[src/rtl/mcsr.sv]
// rtl/mcsr.sv - RV32 machine-mode CSR file (mstatus/misa/mie/mtvec/mscratch/mepc/mcause/mtval/mip/id CSRs)
//
// Purpose: holds the machine-mode trap state of a single-hart RV32I core.
// It serves combinational CSR reads and takes CSR writes, trap entry and trap return
// updates at the next rising edge.
//
// Optional feature: define MCSR_COUNTER_EN to build the 64-bit mcycle/minstret
// counters (0xB00/0xB80, 0xB02/0xB82). Without it those addresses read 0, and
// writes to them are accepted silently.
//
// Ports:
//   clk, rst                        clock, synchronous active-high reset
//   csr_rd, csr_wr, csr_addr        CSR access strobes and address
//   csr_wdata                       final write data (RW/RS/RC already applied)
//   csr_rdata, csr_ill              combinational read data, illegal-access flag
//   trap_enter, mret                trap entry / trap return strobes
//   i_mcause_*, i_mepc_value,
//   i_mtval_value, i_mstatus_*      values loaded on trap entry / return
//   instr_retire                    retire strobe for minstret
//   sw/timer/ext_irq_raw            raw interrupt lines (visible in mip)
//   o_mtvec_*, o_mstatus_*,
//   o_mepc_value                    register copies for the trap controller
//   software/timer/external_interrupt  pending and enabled interrupts
module mcsr #(
  parameter logic [31:0] MTVEC_RESET = 32'h0,
  parameter logic [31:0] MISA_VALUE  = 32'h40000100
) (
  input  logic        clk,
  input  logic        rst,
  input  logic        csr_rd,
  input  logic        csr_wr,
  input  logic [11:0] csr_addr,
  input  logic [31:0] csr_wdata,
  output logic [31:0] csr_rdata,
  output logic        csr_ill,
  input  logic        trap_enter,
  input  logic        mret,
  input  logic [30:0] i_mcause_exception_code,
  input  logic        i_mcause_interrupt,
  input  logic [31:0] i_mepc_value,
  input  logic [31:0] i_mtval_value,
  input  logic        i_mstatus_mie,
  input  logic        i_mstatus_mpie,
  input  logic [1:0]  i_mstatus_mpp,
  input  logic        instr_retire,
  input  logic        sw_irq_raw,
  input  logic        timer_irq_raw,
  input  logic        ext_irq_raw,
  output logic [29:0] o_mtvec_base,
  output logic [1:0]  o_mtvec_mode,
  output logic        o_mstatus_mie,
  output logic        o_mstatus_mpie,
  output logic [31:0] o_mepc_value,
  output logic        software_interrupt,
  output logic        timer_interrupt,
  output logic        external_interrupt
);

  localparam logic [11:0] ADDR_MSTATUS   = 12'h300;
  localparam logic [11:0] ADDR_MISA      = 12'h301;
  localparam logic [11:0] ADDR_MIE       = 12'h304;
  localparam logic [11:0] ADDR_MTVEC     = 12'h305;
  localparam logic [11:0] ADDR_MSCRATCH  = 12'h340;
  localparam logic [11:0] ADDR_MEPC      = 12'h341;
  localparam logic [11:0] ADDR_MCAUSE    = 12'h342;
  localparam logic [11:0] ADDR_MTVAL     = 12'h343;
  localparam logic [11:0] ADDR_MIP       = 12'h344;
  localparam logic [11:0] ADDR_MVENDORID = 12'hF11;
  localparam logic [11:0] ADDR_MARCHID   = 12'hF12;
  localparam logic [11:0] ADDR_MIMPID    = 12'hF13;
  localparam logic [11:0] ADDR_MHARTID   = 12'hF14;
  localparam logic [11:0] ADDR_MCYCLE    = 12'hB00;
  localparam logic [11:0] ADDR_MINSTRET  = 12'hB02;
  localparam logic [11:0] ADDR_MCYCLEH   = 12'hB80;
  localparam logic [11:0] ADDR_MINSTRETH = 12'hB82;

  // Architectural state
  logic        mstatus_mie_q;
  logic        mstatus_mpie_q;
  logic        mie_msie_q;
  logic        mie_mtie_q;
  logic        mie_meie_q;
  logic [29:0] mtvec_base_q;
  logic [1:0]  mtvec_mode_q;
  logic [31:0] mscratch_q;
  logic [31:0] mepc_q;
  logic [31:0] mcause_q;
  logic [31:0] mtval_q;

  // Address decode results
  logic        addr_known;
  logic        addr_read_only;
  logic        wr_mstatus;
  logic        wr_mie;
  logic        wr_mtvec;
  logic        wr_mscratch;
  logic        wr_mepc;
  logic        wr_mcause;
  logic        wr_mtval;

  logic [31:0] mstatus_rd;
  logic [31:0] mie_rd;
  logic [31:0] mip_rd;

  // MPP is hard-wired to machine mode, so the trap-controller value is not stored
  logic [1:0]  unused_mpp;
  assign unused_mpp = i_mstatus_mpp;

  assign mstatus_rd = {19'b0, 2'b11, 3'b0, mstatus_mpie_q, 3'b0, mstatus_mie_q, 3'b0};
  assign mie_rd     = {20'b0, mie_meie_q, 3'b0, mie_mtie_q, 3'b0, mie_msie_q, 3'b0};
  assign mip_rd     = {20'b0, ext_irq_raw, 3'b0, timer_irq_raw, 3'b0, sw_irq_raw, 3'b0};

`ifdef MCSR_COUNTER_EN
  logic [63:0] mcycle_q;
  logic [63:0] mcycle_d;
  logic [63:0] minstret_q;
  logic [63:0] minstret_d;
`endif

  // Read mux and legality decode
  always_comb begin
    csr_rdata      = 32'h0;
    addr_known     = 1'b0;
    addr_read_only = 1'b0;
    case (csr_addr)
      ADDR_MSTATUS:  begin csr_rdata = mstatus_rd;   addr_known = 1'b1; end
      ADDR_MISA:     begin csr_rdata = MISA_VALUE;   addr_known = 1'b1; end
      ADDR_MIE:      begin csr_rdata = mie_rd;       addr_known = 1'b1; end
      ADDR_MTVEC:    begin csr_rdata = {mtvec_base_q, mtvec_mode_q}; addr_known = 1'b1; end
      ADDR_MSCRATCH: begin csr_rdata = mscratch_q;   addr_known = 1'b1; end
      ADDR_MEPC:     begin csr_rdata = mepc_q;       addr_known = 1'b1; end
      ADDR_MCAUSE:   begin csr_rdata = mcause_q;     addr_known = 1'b1; end
      ADDR_MTVAL:    begin csr_rdata = mtval_q;      addr_known = 1'b1; end
      ADDR_MIP: begin
        csr_rdata      = mip_rd;
        addr_known     = 1'b1;
        addr_read_only = 1'b1;
      end
      ADDR_MVENDORID, ADDR_MARCHID, ADDR_MIMPID, ADDR_MHARTID: begin
        addr_known     = 1'b1;
        addr_read_only = 1'b1;
      end
      // Counter addresses are always legal; they read 0 when the counters are absent
      ADDR_MCYCLE: begin
        addr_known = 1'b1;
`ifdef MCSR_COUNTER_EN
        csr_rdata  = mcycle_q[31:0];
`endif
      end
      ADDR_MCYCLEH: begin
        addr_known = 1'b1;
`ifdef MCSR_COUNTER_EN
        csr_rdata  = mcycle_q[63:32];
`endif
      end
      ADDR_MINSTRET: begin
        addr_known = 1'b1;
`ifdef MCSR_COUNTER_EN
        csr_rdata  = minstret_q[31:0];
`endif
      end
      ADDR_MINSTRETH: begin
        addr_known = 1'b1;
`ifdef MCSR_COUNTER_EN
        csr_rdata  = minstret_q[63:32];
`endif
      end
      default: ;
    endcase
  end

  // misa is read-only but its writes are deliberately not flagged
  assign csr_ill = ((csr_rd | csr_wr) & ~addr_known) | (csr_wr & addr_read_only);

  assign wr_mstatus  = csr_wr & (csr_addr == ADDR_MSTATUS);
  assign wr_mie      = csr_wr & (csr_addr == ADDR_MIE);
  assign wr_mtvec    = csr_wr & (csr_addr == ADDR_MTVEC);
  assign wr_mscratch = csr_wr & (csr_addr == ADDR_MSCRATCH);
  assign wr_mepc     = csr_wr & (csr_addr == ADDR_MEPC);
  assign wr_mcause   = csr_wr & (csr_addr == ADDR_MCAUSE);
  assign wr_mtval    = csr_wr & (csr_addr == ADDR_MTVAL);

  // State update: trap_enter beats mret beats CSR write on shared registers
  always_ff @(posedge clk) begin
    if (rst) begin
      mstatus_mie_q  <= 1'b0;
      mstatus_mpie_q <= 1'b0;
      mie_msie_q     <= 1'b0;
      mie_mtie_q     <= 1'b0;
      mie_meie_q     <= 1'b0;
      mtvec_base_q   <= MTVEC_RESET[31:2];
      mtvec_mode_q   <= 2'b00;
      mscratch_q     <= 32'h0;
      mepc_q         <= 32'h0;
      mcause_q       <= 32'h0;
      mtval_q        <= 32'h0;
    end else begin
      if (trap_enter) begin
        mstatus_mie_q  <= i_mstatus_mie;
        mstatus_mpie_q <= i_mstatus_mpie;
        mepc_q         <= {i_mepc_value[31:2], 2'b00};
        mcause_q       <= {i_mcause_interrupt, i_mcause_exception_code};
        mtval_q        <= i_mtval_value;
      end else begin
        if (mret) begin
          mstatus_mie_q  <= i_mstatus_mie;
          mstatus_mpie_q <= i_mstatus_mpie;
        end else if (wr_mstatus) begin
          mstatus_mie_q  <= csr_wdata[3];
          mstatus_mpie_q <= csr_wdata[7];
        end
        if (wr_mepc)   mepc_q   <= {csr_wdata[31:2], 2'b00};
        if (wr_mcause) mcause_q <= csr_wdata;
        if (wr_mtval)  mtval_q  <= csr_wdata;
      end

      if (wr_mie) begin
        mie_msie_q <= csr_wdata[3];
        mie_mtie_q <= csr_wdata[7];
        mie_meie_q <= csr_wdata[11];
      end
      // Modes 2 and 3 are reserved: keep the previous mode, still take the base
      if (wr_mtvec) begin
        mtvec_base_q <= csr_wdata[31:2];
        if (!csr_wdata[1]) mtvec_mode_q <= csr_wdata[1:0];
      end
      if (wr_mscratch) mscratch_q <= csr_wdata;
    end
  end

`ifdef MCSR_COUNTER_EN
  // A write to either half takes that half and suppresses the tick for the cycle
  always_comb begin
    mcycle_d   = mcycle_q + 64'd1;
    minstret_d = minstret_q + {63'd0, instr_retire};
    if (csr_wr) begin
      case (csr_addr)
        ADDR_MCYCLE:    mcycle_d   = {mcycle_q[63:32], csr_wdata};
        ADDR_MCYCLEH:   mcycle_d   = {csr_wdata, mcycle_q[31:0]};
        ADDR_MINSTRET:  minstret_d = {minstret_q[63:32], csr_wdata};
        ADDR_MINSTRETH: minstret_d = {csr_wdata, minstret_q[31:0]};
        default: ;
      endcase
    end
  end

  always_ff @(posedge clk) begin
    if (rst) begin
      mcycle_q   <= 64'd0;
      minstret_q <= 64'd0;
    end else begin
      mcycle_q   <= mcycle_d;
      minstret_q <= minstret_d;
    end
  end
`else
  logic unused_instr_retire;
  assign unused_instr_retire = instr_retire;
`endif

  // Gated by rst so nothing is signalled while the enables are being cleared
  assign software_interrupt = sw_irq_raw    & mie_msie_q & ~rst;
  assign timer_interrupt    = timer_irq_raw & mie_mtie_q & ~rst;
  assign external_interrupt = ext_irq_raw   & mie_meie_q & ~rst;

  assign o_mtvec_base   = mtvec_base_q;
  assign o_mtvec_mode   = mtvec_mode_q;
  assign o_mstatus_mie  = mstatus_mie_q;
  assign o_mstatus_mpie = mstatus_mpie_q;
  assign o_mepc_value   = mepc_q;

endmodule

[config.mk]
export PLATFORM = sky130hd
export DESIGN_NAME = mcsr
export DESIGN_NICKNAME = d
export VERILOG_FILES = /design/src/rtl/mcsr.sv
export SDC_FILE = /design/constraint.sdc
export NUM_CORES = 1
export LEC_CHECK = 0
export ABC_AREA = 1
export BUFFER_PORTS_ARGS = -buffer_cell sky130_fd_sc_hd__buf_2
export CAP_MARGIN = 20
export CORE_MARGIN = 2
export CORE_UTILIZATION = 53
export CTS_CLUSTER_DIAMETER = 30
export CTS_CLUSTER_SIZE = 10
export DETAILED_ROUTE_END_ITERATION = 6
export PLACE_DENSITY = 0.9
export SYNTH_ARGS = -nofsm -noshare
export SYNTH_HDL_FRONTEND = slang
export SYNTH_SLANG_ARGS = --single-unit
[constraint.sdc]
create_clock -name clk -period 1.8 [get_ports clk]
set_clock_uncertainty 0.2 [all_clocks]
set_input_delay 0.18 -clock clk [delete_from_list [all_inputs] [get_ports clk]]
set_output_delay 0.18 -clock clk [all_outputs]
set_load 0.005 [all_outputs]
### Yosys cells after proc, flatten, opt, wreduce, memory -nomap -nowiden

Index checks and enable logic that the tools add are counted.

| word-level totals | value |
|---|---|
| output and inout port bits | 102 |
| bits in registers | 162 |
| logic and storage cells | 70 |

| cells by class | value |
|---|---|
| reduce and logical (&&, ||, !) cells | 7 |
| eq/ne operators | 17 |
| multiplexer cells | 15 |
| bitwise operators | 20 |

Operators by type and width:

| operator | count |
|---|---|
| $pmux 32 s9 | 1 |
| $mux 32 | 6 |
| $eq 12x10->1 const B | 9 |
| $eq 12x12->1 const B | 8 |
| $reduce_or 17->1 | 1 |
| $and 1x1->1 | 15 |
| $mux 1 | 8 |
| $reduce_bool 2->1 | 3 |
| $reduce_or 5->1 | 1 |
| $not 1->1 | 3 |
| $reduce_bool 3->1 | 1 |
| $or 1x1->1 | 2 |
| $reduce_and 2->1 | 1 |

### Depth between registers and ports, before layout

| depth | value |
|---|---|
| depth in word-level cells | 6 |
| mapped depth | 11 |

### Least setup slack after synthesis

No wires, ideal clock.

| timing path | value |
|---|---|
| path type | input to output |
| from | input csr_addr[5] |
| to | output csr_rdata[9] |
| data required time | 1.420 ns |
| slack | 0.230 ns |
| stages | 11 |
| arrival time | 1.190 ns |
| path buffers | 2 |
| path through | inv_1 nand2_1 nor2_1 nand2_1 nor2_1 buf_4 buf_2 nand2_1 nand2_1 nor2_1 nand2_1 |

| on the way | value |
|---|---|
| word-level cells in the longest chain between the ends | 2 |
| elaborated cells between the ends (all ways) | 10 |
| those cells by class | eq/ne: 9; mux: 1 |

Ends and longest elaborated chain:

| what | line | source |
|---|---|---|
| from (decl) | 32 | `input logic [11:0] csr_addr,` |
| $eq 12x10->1 | 125 | `case (csr_addr)` |
| $pmux 32 s9 (*) | 125 |  |
| to (decl) | 34 | `output logic [31:0] csr_rdata,` |

Every way passes the cells marked *; elsewhere a longest branch is shown, timed or not.

### Worst setup path after layout

| timing path | value |
|---|---|
| from | input csr_addr[7] |
| to | output csr_rdata[22] |

The elaborated chain is that of the path after synthesis.

==> summary.md <==
| Metric | Value |
|---|---|
| Status | `finished, violations left` |
| Failing checks | `negative setup slack` |
| DRT iter0 DRCs | `1,945` |
| Post-placement cell area | `0.0106 sq mm` |
| Synthesized instance count | `around 1,500` |
| GPL Wtd Cong | `0.922` |
| CP max stage delay | `0.20 ns` |
| Setup tns final | `-2.42 ns` |
| Yosys warnings | `0` |
| Final WL | `40.9 mm` |
| First-pass GRT wire length | `between 50 and 60 mm` |
| Setup CP Type | `in2out` |
| Power density over the cells | `around 680 mW/mm^2` |
| Crit path top cell by count | `nand2_1` |
| Crit path arrival time | `1.67 ns` |
| Final setup fails | `29` |
| Worst skew pair latency | `0.42 ns` |
| Initial antenna violation count | `0` |
| Post-DP HPWL | `20.1 mm` |
| Via-to-Cell Ratio | `slightly below 6` |
| Worst setup EP type | `primary output` |
| Cell Area, Synth | `0.00881 sq mm` |
| Mapped Avg Cell Area | `5.86 sq um` |
| Grt ovf | `0` |
| Reg clk slew, reported paths | `about 0.07 ns` |
| Share of layout cells above drive strength 1 | `24.4%` |
| Root Driver | `clkbuf_16` |
| Initial Utilization | `53.7%` |
| Core Region | `0.0164 sq mm` |
| Final period util | `114%` |
| PortBufs | `approximately 250` |
| CTS tree | `built` |
| Sequential cell area fraction in the yosys report | `between 30% and 40%` |
| Via Count | `roughly 12,000` |
| Crit. Startpoint | `csr_addr[7]` |
| Final Hold Vio Count | `0` |
| Largest net degree at the start of global routing | `just over 70` |
| CP startpoint kind | `input pin` |
| Die area | `~0.018 sq mm` |
| Fmax | `slightly below 500 MHz` |
| Post-layout util | `81.5%` |
| Die width | `133 microns` |
| I/O Pins | `256` |
| Fin worst setup slack | `-0.252 ns` |
| Synth cell types | `28` |
| Wire per inst | `19.2 microns` |
| Worst hold start | `trap_enter` |
| Fillers | `900` |
| Total CTS buffers | `17` |
| RSZ-0062 raised after global routing | `yes` |
| R2R cell count | `3` |
| Tot Pwr | `9.07 mW` |
| Inst Count DP | `1,948` |
| Vias in the first global route | `11,400` |
| Sequential cell area | `0.00324 sq mm` |
| Synthesis-to-layout area growth | `51.8%` |
| Total of max-cap violations | `0` |
| Crit-path cells | `buf_6 > nor2_1 > nand2_1 > nor2_2 > nand2_2 > inv_4 > buf_6 > nand2_1 > nand2_1 > nor2_1 > nand2_2 > buf_2` |
| Antenna viol nets, final | `0` |
| Data required, critical path | `between 1 and 1.5 ns` |
| Pre-antenna DRT Iters | `7` |
| Hold slack | `0.0721 ns` |
| Final Max Tran Viols | `0` |
| Max stage delay cell, worst path | `nand2_1` |
| Vert. Die Dim | `between 100 and 150 microns` |
| Class of the worst hold path | `in2reg` |
| Final non-filler cell total | `2,132` |
| # clock sinks | `162` |
| Clock buffer depth | `2` |
| Area of the multi-input gates | `0.00506 sq mm` |
| Relative slew slack | `59.2%` |
| Fin nets | `2,050` |
| Seq cells post-synth | `around 160` |
| Peak supply drop | `between 0.0008 and 0.0009 V` |
| Total GRT Usage | `39.9%` |
| Std cell rows | `47` |
| Reg2reg setup slack | `0.32 ns` |
| Period minus WS final | `2.05 ns` |
| Slew @ Worst Pin | `around 0.61 ns` |
| Pleak | `7.05 nW` |
| Worst r2r src | `o_mstatus_mpie` |
| H-tree levels | `4` |
| Worst Path Max Fanout | `7` |
| Place WS | `-0.132 ns` |
| Cell area after layout | `about 0.013 sq mm` |
| DR DRC count | `0` |
| Hold path cells | `4` |
-- routing by layer --
metal	GRT usage (%)	routed length (microns)	up-vias	share of wire, %
met2	65.9	18200	1285	44
met4	29.9	3870	0	9.4
met1	43.9	13000	5356	32
li1	-	-	5374	-
met3	10.7	5910	429	14
met5	0	0	-	0
-- flip-flops by register name (all words and copies together), names as in the netlist --
name            cells
mie_msie_q          1
mie_mtie_q          1
mcause_q           32
mscratch_q         32
o_mstatus_mie       1
o_mtvec_mode        1
o_mtvec_base       30
mtval_q            32
o_mstatus_mpie      1
mie_meie_q          1
o_mepc_value       30
-- area by class of cell --
cell class              count  area share [%]
multi-input cells        1113            37.8
repair buffers            459            27.2
flip-flops and latches    162            24.2
inverters                 143            4.18
clock buffers              21            3.44
well taps                 220            2.06
clock inverters            11           0.963
diodes                      3          0.0561
-- what timing repair did --
action / CTS / global route
gates resized for setup: 17 / 166
endpoints found under the hold margin: 162 / 0
endpoints found under the setup margin: 31 / 38
hold buffers: 131 / 0
gates cloned: 0 / 7
pin swaps: 0 / 34
buffers inserted: 3 / 9
-- kinds of logic (layout without fill, tap and decap cells) --
family                 after synthesis  after routing  share of synthesized area (%)
AO/OA/AOI/OAI                      123            123                           7.38
buffers and inverters              230            634                           10.8
flip-flops                         162            162                           36.8
multiplexers                         2              2                          0.256
other                                1              6                         0.0426
AND/OR/NAND/NOR                    985            985                           44.7
-- final timing paths --
path / end
max reg2reg: o_mstatus_mpie
min: mtval_q[7]
max: csr_rdata[22]
min reg2reg: mtval_q[11]
-- critical path: cells and delay by family --
kind                   cells  cell delay [ns]
and+or+nand+nor            8             0.99
buffers and inverters      4             0.49
-- cells in the final DEF, fill, tap and decap left out, drive strengths merged, types with 5 or more instances in the layout --
cell type      n
nand2        484
nor2         386
buf          323
dfxtp        162
inv          144
dlygate4sd3  130
nand3        101
o21ai         86
clkbuf        26
o22ai         22
a21oi         12
nand3b         8
clkinvlp       5
-- Yosys cell counts (all sizes together) --
library cell / n / area share [%]
nand2: 484 / 21
nor2: 386 / 17
dfxtp: 162 / 37
inv: 143 / 6.1
nand3: 101 / 6.1
o21ai: 86 / 4.9
buf: 51 / 3.2
clkbuf: 36 / 1.5
o22ai: 22 / 1.6
a21oi: 12 / 0.68
nand3b: 8 / 0.68
nor3: 3 / 0.17
mux2: 2 / 0.26
nand4: 2 / 0.14
o21bai: 2 / 0.17
conb: 1 / 0.043
o211ai: 1 / 0.085
or2: 1 / 0.071
-- power breakdown --
part	total (mW)	switching [mW]	internal [mW]
combinational	1.56	0.874	0.691
clock	3.69	1.57	2.12
sequential	3.81	0.0716	3.74
total	9.07	2.51	6.56
(Power assumes the default switching activity.)
